`src/rtl/stopwatch_display_driver.sv`:
```
// MM:SS driver for a 4-digit common-anode multiplexed 7-segment display, with a
// sequential binary-to-BCD converter and adjust-mode blinking. Optional macro:
// LEADING_ZERO_BLANK_EN blanks the minutes-tens digit when it is zero.
module stopwatch_display_driver #(
  parameter int REFRESH_DIV = 100000,
  parameter int BLINK_DIV   = 25000000
) (
  input  logic       clk,
  input  logic       rst,
  input  logic [5:0] mincounter,
  input  logic [5:0] seccounter,
  input  logic       adj,
  input  logic       sel,
  output logic [7:0] seg,
  output logic [3:0] an
);

  localparam int RW = $clog2(REFRESH_DIV);
  localparam int BW = $clog2(BLINK_DIV);

  localparam logic [2:0] IDLE     = 3'd0;
  localparam logic [2:0] CAPT     = 3'd1;
  localparam logic [2:0] CONV_MIN = 3'd2;
  localparam logic [2:0] CONV_SEC = 3'd3;
  localparam logic [2:0] UPDATE   = 3'd4;

  logic [RW-1:0] refresh_cnt;
  logic          refresh_tick;
  logic [BW-1:0] blink_cnt;
  logic          blink_phase;
  logic [2:0]    state;
  logic [5:0]    min_work, sec_work;
  logic [3:0]    min_tens, sec_tens;
  logic [3:0]    dig_mt, dig_mo, dig_st, dig_so;
  logic [1:0]    slot, next_slot;
  logic [3:0]    slot_digit;
  logic          blank;
  logic [7:0]    seg_next;

  function automatic logic [6:0] seg7(input logic [3:0] d);
    case (d)
      4'd0:    seg7 = 7'b1000000;
      4'd1:    seg7 = 7'b1111001;
      4'd2:    seg7 = 7'b0100100;
      4'd3:    seg7 = 7'b0110000;
      4'd4:    seg7 = 7'b0011001;
      4'd5:    seg7 = 7'b0010010;
      4'd6:    seg7 = 7'b0000010;
      4'd7:    seg7 = 7'b1111000;
      4'd8:    seg7 = 7'b0000000;
      4'd9:    seg7 = 7'b0010000;
      default: seg7 = 7'b1111111;
    endcase
  endfunction

  assign refresh_tick = (refresh_cnt == RW'(REFRESH_DIV - 1));

  // NOTE: sequential state uses non-blocking assignments so every register
  // samples the pre-edge value of its neighbours.
  always_ff @(posedge clk) begin
    if (rst)               refresh_cnt <= '0;
    else if (refresh_tick) refresh_cnt <= '0;
    else                   refresh_cnt <= refresh_cnt + RW'(1);
  end

  // Held at zero outside adjust mode so entering adjust always starts visible.
  always_ff @(posedge clk) begin
    if (rst || !adj) begin
      blink_cnt   <= '0;
      blink_phase <= 1'b0;
    end else if (blink_cnt == BW'(BLINK_DIV - 1)) begin
      blink_cnt   <= '0;
      blink_phase <= ~blink_phase;
    end else begin
      blink_cnt <= blink_cnt + BW'(1);
    end
  end

  // Repeated-subtraction converter; digits are published together in UPDATE.
  always_ff @(posedge clk) begin
    if (rst) begin
      state    <= IDLE;
      min_work <= '0;
      sec_work <= '0;
      min_tens <= '0;
      sec_tens <= '0;
      dig_mt   <= '0;
      dig_mo   <= '0;
      dig_st   <= '0;
      dig_so   <= '0;
    end else begin
      case (state)
        IDLE: if (refresh_tick) state <= CAPT;
        CAPT: begin
          min_work <= mincounter;
          sec_work <= seccounter;
          min_tens <= '0;
          sec_tens <= '0;
          state    <= CONV_MIN;
        end
        CONV_MIN: begin
          if (min_work >= 6'd10) begin
            min_work <= min_work - 6'd10;
            min_tens <= min_tens + 4'd1;
          end else begin
            state <= CONV_SEC;
          end
        end
        CONV_SEC: begin
          if (sec_work >= 6'd10) begin
            sec_work <= sec_work - 6'd10;
            sec_tens <= sec_tens + 4'd1;
          end else begin
            state <= UPDATE;
          end
        end
        UPDATE: begin
          dig_mt <= min_tens;
          dig_mo <= min_work[3:0];
          dig_st <= sec_tens;
          dig_so <= sec_work[3:0];
          state  <= IDLE;
        end
        default: state <= IDLE;
      endcase
    end
  end

  // NOTE: every always_comb output gets a default first so no latch is inferred.
  always_comb begin
    next_slot  = slot + 2'd1;
    slot_digit = dig_so;
    case (next_slot)
      2'd3:    slot_digit = dig_mt;
      2'd2:    slot_digit = dig_mo;
      2'd1:    slot_digit = dig_st;
      default: slot_digit = dig_so;
    endcase
    // Slots 0-1 are seconds, 2-3 minutes; next_slot[1] tells them apart.
    blank = adj && blink_phase && (sel ? !next_slot[1] : next_slot[1]);
`ifdef LEADING_ZERO_BLANK_EN
    if (next_slot == 2'd3 && dig_mt == 4'd0) blank = 1'b1;
`endif
    seg_next = blank ? 8'hFF : {1'b1, seg7(slot_digit)};
  end

  always_ff @(posedge clk) begin
    if (rst) begin
      slot <= 2'd3;
      an   <= 4'hF;
      seg  <= 8'hFF;
    end else if (refresh_tick) begin
      slot <= next_slot;
      an   <= ~(4'b0001 << next_slot);
      seg  <= seg_next;
    end
  end

endmodule

```
`config.mk`:
```
export PLATFORM = sky130hd
export DESIGN_NAME = stopwatch_display_driver
export DESIGN_NICKNAME = d
export VERILOG_FILES = /design/src/rtl/stopwatch_display_driver.sv
export SDC_FILE = /design/constraint.sdc
export NUM_CORES = 1
export LEC_CHECK = 0
export ABC_AREA = 1
export CAP_MARGIN = 0
export CORE_UTILIZATION = 55
export CTS_BUF_LIST = sky130_fd_sc_hd__clkbuf_16
export DETAILED_ROUTE_END_ITERATION = 16
export DONT_BUFFER_PORTS = 1
export GPL_ROUTABILITY_DRIVEN = 1
export PLACE_DENSITY_LB_ADDON = 0.15
export SYNTH_ARGS = -nofsm -noshare
export SYNTH_HDL_FRONTEND = slang
export SYNTH_SLANG_ARGS = --single-unit
```
`constraint.sdc`:
```
create_clock -name clk -period 2 [get_ports clk]
set_clock_uncertainty 0.2 [all_clocks]
set_input_delay 0.4 -clock clk [delete_from_list [all_inputs] [get_ports clk]]
set_output_delay 0.4 -clock clk [all_outputs]
set_load 0.02 [all_outputs]
```
==> After elaboration in Yosys (flattened, before gate mapping) <==
Memory sizes are Yosys's and may differ from the RTL's.
Cells that the tools add are included.
{ "totals": {"in_bits": 16, "out_inout_bits": 12, "mem_count": 1, "elab_cells": 70, "romBits": 112, "ff_bits": 96} }
{ "memory_table": {"columns": ["memory", "depth", "width", "rd", "rd_ports_with_merged_regs", "write_ports", "line_no", "rtl"], "rows": [
  ["(no name shown)", 16, 7, 1, 0, 0, "41", "case (d)"]
]} }
{ "classes": {"n_shift": 1, "addsub": 7, "reduce_logical": 13, "n_eq_ne": 14, "muxes": 15, "order_cmp": 2, "bitwise": 2} }
{ "op_table": {"columns": ["op", "count"], "rows": [
  ["25-bit by 1-bit adder with 25-bit output (second input constant)", 1],
  ["25-bit equality test (second input constant)", 1],
  ["6-bit one-hot mux with 2 select lines", 2],
  ["17-bit by 1-bit adder with 17-bit output (second input constant)", 1],
  ["17-bit equality test (second input constant)", 1],
  ["4-bit one-hot mux with 2 select lines", 2],
  ["6-bit by 4-bit >= comparator with 1-bit output (second input constant)", 2],
  ["6-bit two-way mux", 2],
  ["3-bit one-hot mux with 4 select lines", 1],
  ["4-bit one-hot mux with 3 select lines", 1],
  ["6-bit by 4-bit subtractor with 6-bit output (second input constant)", 2],
  ["2-bit != test (second input constant)", 5],
  ["3-bit two-way mux", 3],
  ["4-bit by 1-bit adder with 4-bit output (second input constant)", 2],
  ["4-bit two-way mux", 2],
  ["7-bit two-way mux", 1],
  ["3-bit by 2-bit equality test with 1-bit output (second input constant)", 2],
  ["2-bit equality test (second input constant)", 2],
  ["4-bit inverter", 1],
  ["2-bit AND reduction", 2],
  ["2-bit nonzero test", 2],
  ["2-bit OR reduction", 2],
  ["1-bit by 2-bit left shift with 4-bit output (first input constant)", 1],
  ["3-bit by 1-bit equality test with 1-bit output (second input constant)", 1],
  ["10 further kinds", 12]
]} }

==> Longest topological paths before layout <==
Gate-level depths: netlist of run 1.
{ "logic_depth": {"depth_word": 5, "depth_mapped": 12, "depth_no_buf": 12} }

==> Worst setup path after synthesis of run 1 <==
OpenSTA, ideal clock, no wires.
{ "synth_timing": {"path_type": "flip-flop to flip-flop", "start": "reg slot[0]", "end": "reg seg[1]", "path_stages_with_launch": 9, "setup_ps": 70, "n_path_buf": 0, "t_arrival_ps": 1784, "required_time_ps": 1730, "setup_slack_ps": -54, "period_less_slack_ps": 2054, "path_cell_list": "dfxtp_1 -> ha_1 -> inv_2 -> or2_2 -> o21ai_2 -> inv_1 -> ha_1 -> or2_2 -> a21oi_1"} }
{ "synth_between": {"elab_chain_len": 5, "word_cells_on_any_way": 10, "classes_between": "add/sub: 1; eq/ne: 3; mux: 3; reduce/logical: 2; memory: 1"} }
{ "synth_lines": {"columns": ["element", "line_no", "rtl"], "rows": [
  ["start, declared", "35", "logic [1:0] slot, next_slot;"],
  ["start signal, assigned", "153", "slot <= next_slot;"],
  ["2-bit by 1-bit adder with 2-bit output (*)", "131", "next_slot = slot + 2'd1;"],
  ["2-bit by 1-bit equality test with 1-bit output (tied with other cells)", "133", "case (next_slot)"],
  ["4-bit one-hot mux with 3 select lines / 1-bit two-way mux (equally long branches)", "133, 140", null],
  ["memory 16 x 7 bit / 1-bit logical AND (equally long branches)", null, null],
  ["7-bit two-way mux (*)", "144", "seg_next = blank ? 8'hFF : {1'b1, seg7(slot_digit)};"],
  ["end signal, assigned", "155", "seg <= seg_next;"],
  ["end, declared", "14", "output logic [7:0] seg,"]
]} }
Every way passes the cells marked *; elsewhere a longest branch is shown, timed or not.
A chain may end at the register's enable or synchronous reset.

==> Worst setup path after layout of run 1 <==
{ "layout_timing": {"start": "reg slot[0]", "end": "reg seg[5]"} }
The elaborated chain is that of the path after synthesis.

==> results.sh, run 1 <==
export IMPL_status="complete, no violations"
export IMPL_ir_drop_mv=0.426
export IMPL_final_common_cell="nand2_1"
export IMPL_synth_edf_count=0
export IMPL_die_area_mm2=0.00898
export IMPL_dp_cells=786
export IMPL_setup_viol=0
export IMPL_holdWs_ns=0.0471
export IMPL_die_w_um=94.7
export IMPL_syn_nets=705
export IMPL_arrival_ns=1.99
export IMPL_cts_root_buf="clkbuf_16"
export IMPL_syn2layout_area_growth_pct=13.0
export IMPL_syn_inst=675
export IMPL_numClockSinks=95
export IMPL_cp_start_kind="register"
export IMPL_fin_cells=806
export IMPL_fmax_mhz=510
export IMPL_period_needed_ns=1.96
export IMPL_worst_path_largest_cell_delay_ns=0.38
export IMPL_hold_class="input port to register"
export IMPL_ant_nets=0
export IMPL_nets=726
export IMPL_viasPerCell=5.25
export IMPL_dpl_cell_area_mm2=0.00493
export IMPL_synthDistinctLibCells=38
export IMPL_synth_warnings=0
export IMPL_via_count=4234
export IMPL_post_synth_cell_area_avg_um2=7.01
export IMPL_worstSkewPairLatency_ns=0.34
export IMPL_critical_path_class="register to register"
export IMPL_ys_flop_type="dfxtp_1"
export IMPL_critPathTopFamily="simple AND/OR/NAND/NOR gates"
export IMPL_fp_dieH_um=94.7
export IMPL_numCtsBuffers=9
export IMPL_htreeDepth=3
export IMPL_rsz0062_at_grt="true"
export IMPL_cts_reportedPaths_clkPinSlew_ns=0.07
export IMPL_netlist_area_mm2=0.00473
export IMPL_postLayoutCellArea_mm2=0.00534
export IMPL_dp_hpwl_um=7420
export IMPL_drive_gt1_share_pct=11.7
export IMPL_layout_common_cells="nand2_1, nor2_1, dfxtp_1"
export IMPL_maxCapViolCount=0
export IMPL_first_pass_iters=4
export IMPL_synth_seq_cells=95
export IMPL_clockBufferDepth=2
export IMPL_num_rows=33
export IMPL_power_leakage_nw=2.04
export IMPL_drc_errors=0
export IMPL_critical_path_startpoint="slot[0]"
export IMPL_io_pins=28
export IMPL_drt_initial_drc_count=152
export IMPL_post_route_period_util_pct=98.0
export IMPL_grt_max_degree=35
export IMPL_hold_violations=0
export IMPL_gr_total_overflow=0
export IMPL_core_area_mm2=0.00826
export IMPL_end_kind="register"
export IMPL_ys_seq_area_share_pct=40.2
export IMPL_grt_pass1_wl_um=17200
export IMPL_antenna_found_initial=0
export IMPL_holdPathStages=3
export IMPL_r2r_worst_path_cells=13
export IMPL_gp_congestion=0.931
export IMPL_cpMaxStageDelayCell="dfxtp_4"
export IMPL_slew_violations=0
export IMPL_crit_buf_inv=4
export IMPL_diodes=0
export IMPL_cp_depth=13
export IMPL_critPathMaxFanout=5
export IMPL_grt_pass1_vias=3961
export IMPL_port_buffers=0
export IMPL_drt_wirelength_per_cell_um=12.9
export IMPL_cts_tree="built"
export IMPL_initial_utilization_pct=57.3
export IMPL_drt_total_wl_um=10400
export IMPL_r2r_start="slot[0]"
export IMPL_async_flop_share_pct=0
export IMPL_worst_ep_required_time_ns=2.03
export IMPL_hp_start="rst"
export IMPL_grt_usage_pct=24.4
export IMPL_powerDensity_mw_per_mm2=740
export IMPL_path_cells="ha_4 > inv_2 > buf_6 > nand2_1 > nor2_1 > nor2_2 > buf_4 > ha_2 > nand3b_1 > nand2_1 > inv_2 > nand2_2 > a21oi_2"
## metrics by stage
stage / power, mW / setup slack [ns] / TNS [ns] / utilization (%)
after floorplan: 2.23 / 0.00111 / 0 / -
after global placement: 2.27 / 0.0477 / 0 / 59.7
after detailed placement: 2.28 / -0.00740 / -0.00740 / 59.7
after CTS: 3.97 / 0.00595 / 0 / 63.4
after global routing: 4.10 / -0.0539 / -0.153 / 64.7
final: 3.95 / 0.0396 / 0 / 64.7
## where the power goes
part           switching (mW)  total, mW  internal, mW
clock                   0.742       1.72         0.974
combinational           0.166      0.253        0.0872
sequential             0.0442       1.98          1.94
total                   0.952       3.95          3.00
## cells by family after synthesis
family	Yosys count	share of synthesized area [%]
xor+xnor	15	2.78
compound gates	114	12.6
buf+inv	89	8.12
other cells	1	0.0793
fa+ha+maj	14	3.70
simple gates	347	32.5
flops	95	40.2
## worst min-delay path, stage by stage
cell	delay, ns
nor2_4	0.05
nand2_1	0.06
inv_1	0.03
## path summary, 6_finish.rpt
| check | endpoint | slack, ns |
|---|---|---|
| worst min register to register | refresh_cnt[0] | 0.25 |
| worst max-delay path | seg[5] | 0.04 |
| worst max register to register | seg[5] | 0.04 |
| worst min-delay path | refresh_cnt[16] | 0.05 |
## synthesized netlist by cell type (all sizes together) (2+ instances only)
library cell	n	share of area, %
buf	11	1.9
nand4	10	1.5
nor3b	2	0.32
nand3	36	3.9
o21ai	48	5.3
ha	14	3.7
a21oi	63	6.8
nand2	155	12
nand3b	4	0.63
nor2	109	9.7
inv	77	6.2
nor3	22	2.9
nor4	3	0.40
dfxtp	95	40
or2	5	0.66
xnor2	6	1.1
xor2	9	1.7
## what timing repair did
| action | 4_1_cts | 5_1_grt |
|---|---|---|
| endpoints found under the hold margin | 3 | 0 |
| setup endpoints to repair | 1 | 7 |
| setup buffers | 0 | 3 |
| hold buffers | 1 | 0 |
| resized for setup | 2 | 21 |
| pin swaps | 0 | 12 |
## state kept, by name, summed over array words and instances, names as in the netlist, 3 cells and up
register	flops
blink_cnt	25
refresh_cnt	17
seg	7
min_work	6
sec_work	6
an	4
dig_mo	4
dig_mt	4
dig_so	4
dig_st	4
min_tens	4
sec_tens	4
state	3
## layer usage
metal  GRT usage, %  part of all wire (%)
met2           41.7                    49
met5              0                     0
met1           29.6                    46
met4           11.4                   2.8
met3           4.59                   2.3
## area by class of cell
class	count	area, µm²
fill	713	2910
multi-input combinational	491	2520
sequential	95	1910
inverter	77	299
clock buffer	9	225
timing repair buffer	22	184
tap	105	131
clock inverter	7	71.3
(Power assumes the default switching activity.)
==> run 2, diff against run 1 <==
--- a/config.mk
+++ b/config.mk
@@ -7,7 +7,7 @@
 export LEC_CHECK = 0
 export ABC_AREA = 1
 export CAP_MARGIN = 0
-export CORE_UTILIZATION = 55
+export CORE_UTILIZATION = 33
 export CTS_BUF_LIST = sky130_fd_sc_hd__clkbuf_16
 export DETAILED_ROUTE_END_ITERATION = 16
 export DONT_BUFFER_PORTS = 1
==> run 2 against run 1 <==
Effect of this change:
- clock-buffer cell count unchanged
- die area increased by 65%
- final cell count increased by 9.4%
- sequential share of layout area decreased by 1.1 points
- final area increased by 3.1%
- maximum frequency increased by 1.0%
- combinational power about the same
- critical path type unchanged
- critical endpoint is now seg[1]
==> results.sh, run 2 (synthesis gave the netlist of run 1 again) <==
export IMPL_htreeDepth=3
export IMPL_via_count=4169
export IMPL_die_w_um=122
export IMPL_wl_met3_um=404
export IMPL_dpl_cell_area_mm2=0.00504
export IMPL_layout_common_cells="nand2_1, nor2_1, dfxtp_1"
export IMPL_r2r_worst_path_cells=8
export IMPL_holdWs_ns=0.0311
export IMPL_worst_path_largest_cell_delay_ns=0.40
export IMPL_nets=727
export IMPL_antenna_found_initial=0
export IMPL_cp_start_kind="register"
export IMPL_crit_end="seg[1]"
export IMPL_hold_violations=0
export IMPL_clockBufferDepth=2
export IMPL_port_buffers=0
export IMPL_fmax_mhz=515
export IMPL_slew_violations=0
export IMPL_switching_share_pct=22.3
export IMPL_drc_errors=0
export IMPL_wl_met1_um=5230
export IMPL_end_kind="register"
export IMPL_power_frac_clock_pct=48.5
export IMPL_seq_power_share_pct=45.7
export IMPL_initial_utilization_pct=33.9
export IMPL_postLayoutCellArea_mm2=0.00551
export IMPL_highest_layer="met4"
export IMPL_status="complete, no violations"
export IMPL_final_common_cell="nand2_1"
export IMPL_top_register="blink_cnt"
export IMPL_gr_total_overflow=0
export IMPL_largest_reg_flops=25
export IMPL_hp_start="rst"
export IMPL_power_leakage_nw=2.08
export IMPL_maxCapViolCount=0
export IMPL_setup_tns_ns=0
export IMPL_rsz0062_at_grt="true"
export IMPL_routed_wl_met2_um=5150
export IMPL_syn2layout_area_growth_pct=16.5
export IMPL_grt_pass1_vias=3982
export IMPL_numCtsBuffers=9
export IMPL_critPathTopFamily="simple AND/OR/NAND/NOR gates"
export IMPL_diodes=0
export IMPL_worst_r2r_endpoint="seg[1]"
export IMPL_worstSkewPairLatency_ns=0.35
export IMPL_rrSetupSlack_ns=0.06
export IMPL_period_needed_ns=1.94
export IMPL_path_cells="ha_4 > inv_2 > or2_2 > o21ai_2 > inv_2 > ha_4 > or2_2 > a21oi_1"
export IMPL_holdPathStages=3
export IMPL_r2r_start="slot[0]"
export IMPL_nFillCells=1448
export IMPL_reg_largest_list="blink_cnt x25, refresh_cnt x17, seg x7"
export IMPL_critical_path_startpoint="slot[0]"
export IMPL_dp_hpwl_um=8080
export IMPL_arrival_ns=2.03
export IMPL_core_area_mm2=0.0139
export IMPL_powerDensity_mw_per_mm2=787
export IMPL_setup_viol=0
export IMPL_num_rows=43
export IMPL_ir_drop_mv=0.344
export IMPL_grt_max_degree=34
export IMPL_hold_class="input port to register"
export IMPL_fp_dieH_um=122
export IMPL_drt_wirelength_per_cell_um=12.4
export IMPL_gp_congestion=0.855
export IMPL_viasPerCell=4.73
export IMPL_ant_nets=0
export IMPL_grt_pass1_wl_um=18800
export IMPL_cts_tree="built"
export IMPL_first_pass_iters=4
export IMPL_io_pins=28
export IMPL_numClockSinks=95
export IMPL_internal_power_mw=3.37
export IMPL_post_route_period_util_pct=97.0
export IMPL_critPathMaxFanout=4
export IMPL_crit_buf_inv=2
export IMPL_grt_usage_pct=16.3
export IMPL_p_sw_mw=0.966
export IMPL_die_area_mm2=0.0148
export IMPL_drive_gt1_share_pct=11.7
export IMPL_comb_power_share_pct=5.8
export IMPL_cpMaxStageDelayCell="dfxtp_4"
export IMPL_worst_ep_required_time_ns=2.09
export IMPL_drt_initial_drc_count=241
export IMPL_drt_total_wl_um=10900
export IMPL_cts_reportedPaths_clkPinSlew_ns=0.07
export IMPL_critical_path_class="register to register"
export IMPL_cts_root_buf="clkbuf_16"
export IMPL_cp_depth=8
==> run 2: cell count changes in the layout (fill, tap and decap cells not counted), sizes merged <==
cell / delta
inv: -2
buf: +1
clkinv: -1
bufinv: +3
==> run 2: area by class of cell <==
class	instances	area, µm²	area share, %
multi-input combinational	491	2530	45.9
tap	180	225	4.09
clock buffer	9	225	4.09
sequential	95	1910	34.6
clock inverter	7	136	2.47
inverter	77	297	5.38
timing repair buffer	23	191	3.47
==> run 2: metal layers <==
metal  global-route usage [%]  up-vias
met1                     20.1     1889
li1                         -     2229
met3                     5.15       13
met4                     4.48        0
met2                     27.1       38
met5                        0        -
==> run 2: tightest hold or removal path: stages <==
cell	delay, ns
nor2_4	0.05
nand2_1	0.06
inv_1	0.03
==> run 2: stage by stage <==
stage	cells	power, mW	setup slack (ns)	util, %
after floorplan	675	2.23	0.00111	-
final	882	4.34	0.0591	39.6
after detailed placement	863	2.28	-0.0312	36.1
after global placement	863	2.28	0.0186	36.1
after global routing	882	4.51	-0.0369	39.6
after CTS	881	4.40	0.000490	39.2
==> run 2: how the worst min path moves through the flow <==
stage	to	slack [ns]
after floorplan	refresh_cnt[0]	0.22
after CTS	refresh_cnt[13]	0.02
after global routing	refresh_cnt[13]	0.02
after global placement	refresh_cnt[0]	0.23
after detailed placement	refresh_cnt[0]	0.24
final	refresh_cnt[13]	0.03
==> run 2: power by group through the flow <==
stage                     registers [mW]  clock network, mW  logic [mW]
final                               1.98               2.10       0.253
after global routing                1.99               2.23       0.295
after CTS                           1.98               2.16       0.257
after detailed placement            2.03                  0       0.252
after global placement              2.03                  0       0.249
after floorplan                     2.02                  0       0.212
==> run 2: repair_timing <==
action / in CTS / in global routing
cloned: 0 / 0
gates resized for setup: 11 / 10
setup buffers: 1 / 1
hold buffers: 1 / 0
pin swaps: 2 / 6
hold endpoints to repair: 3 / 0
setup endpoints to repair: 1 / 11
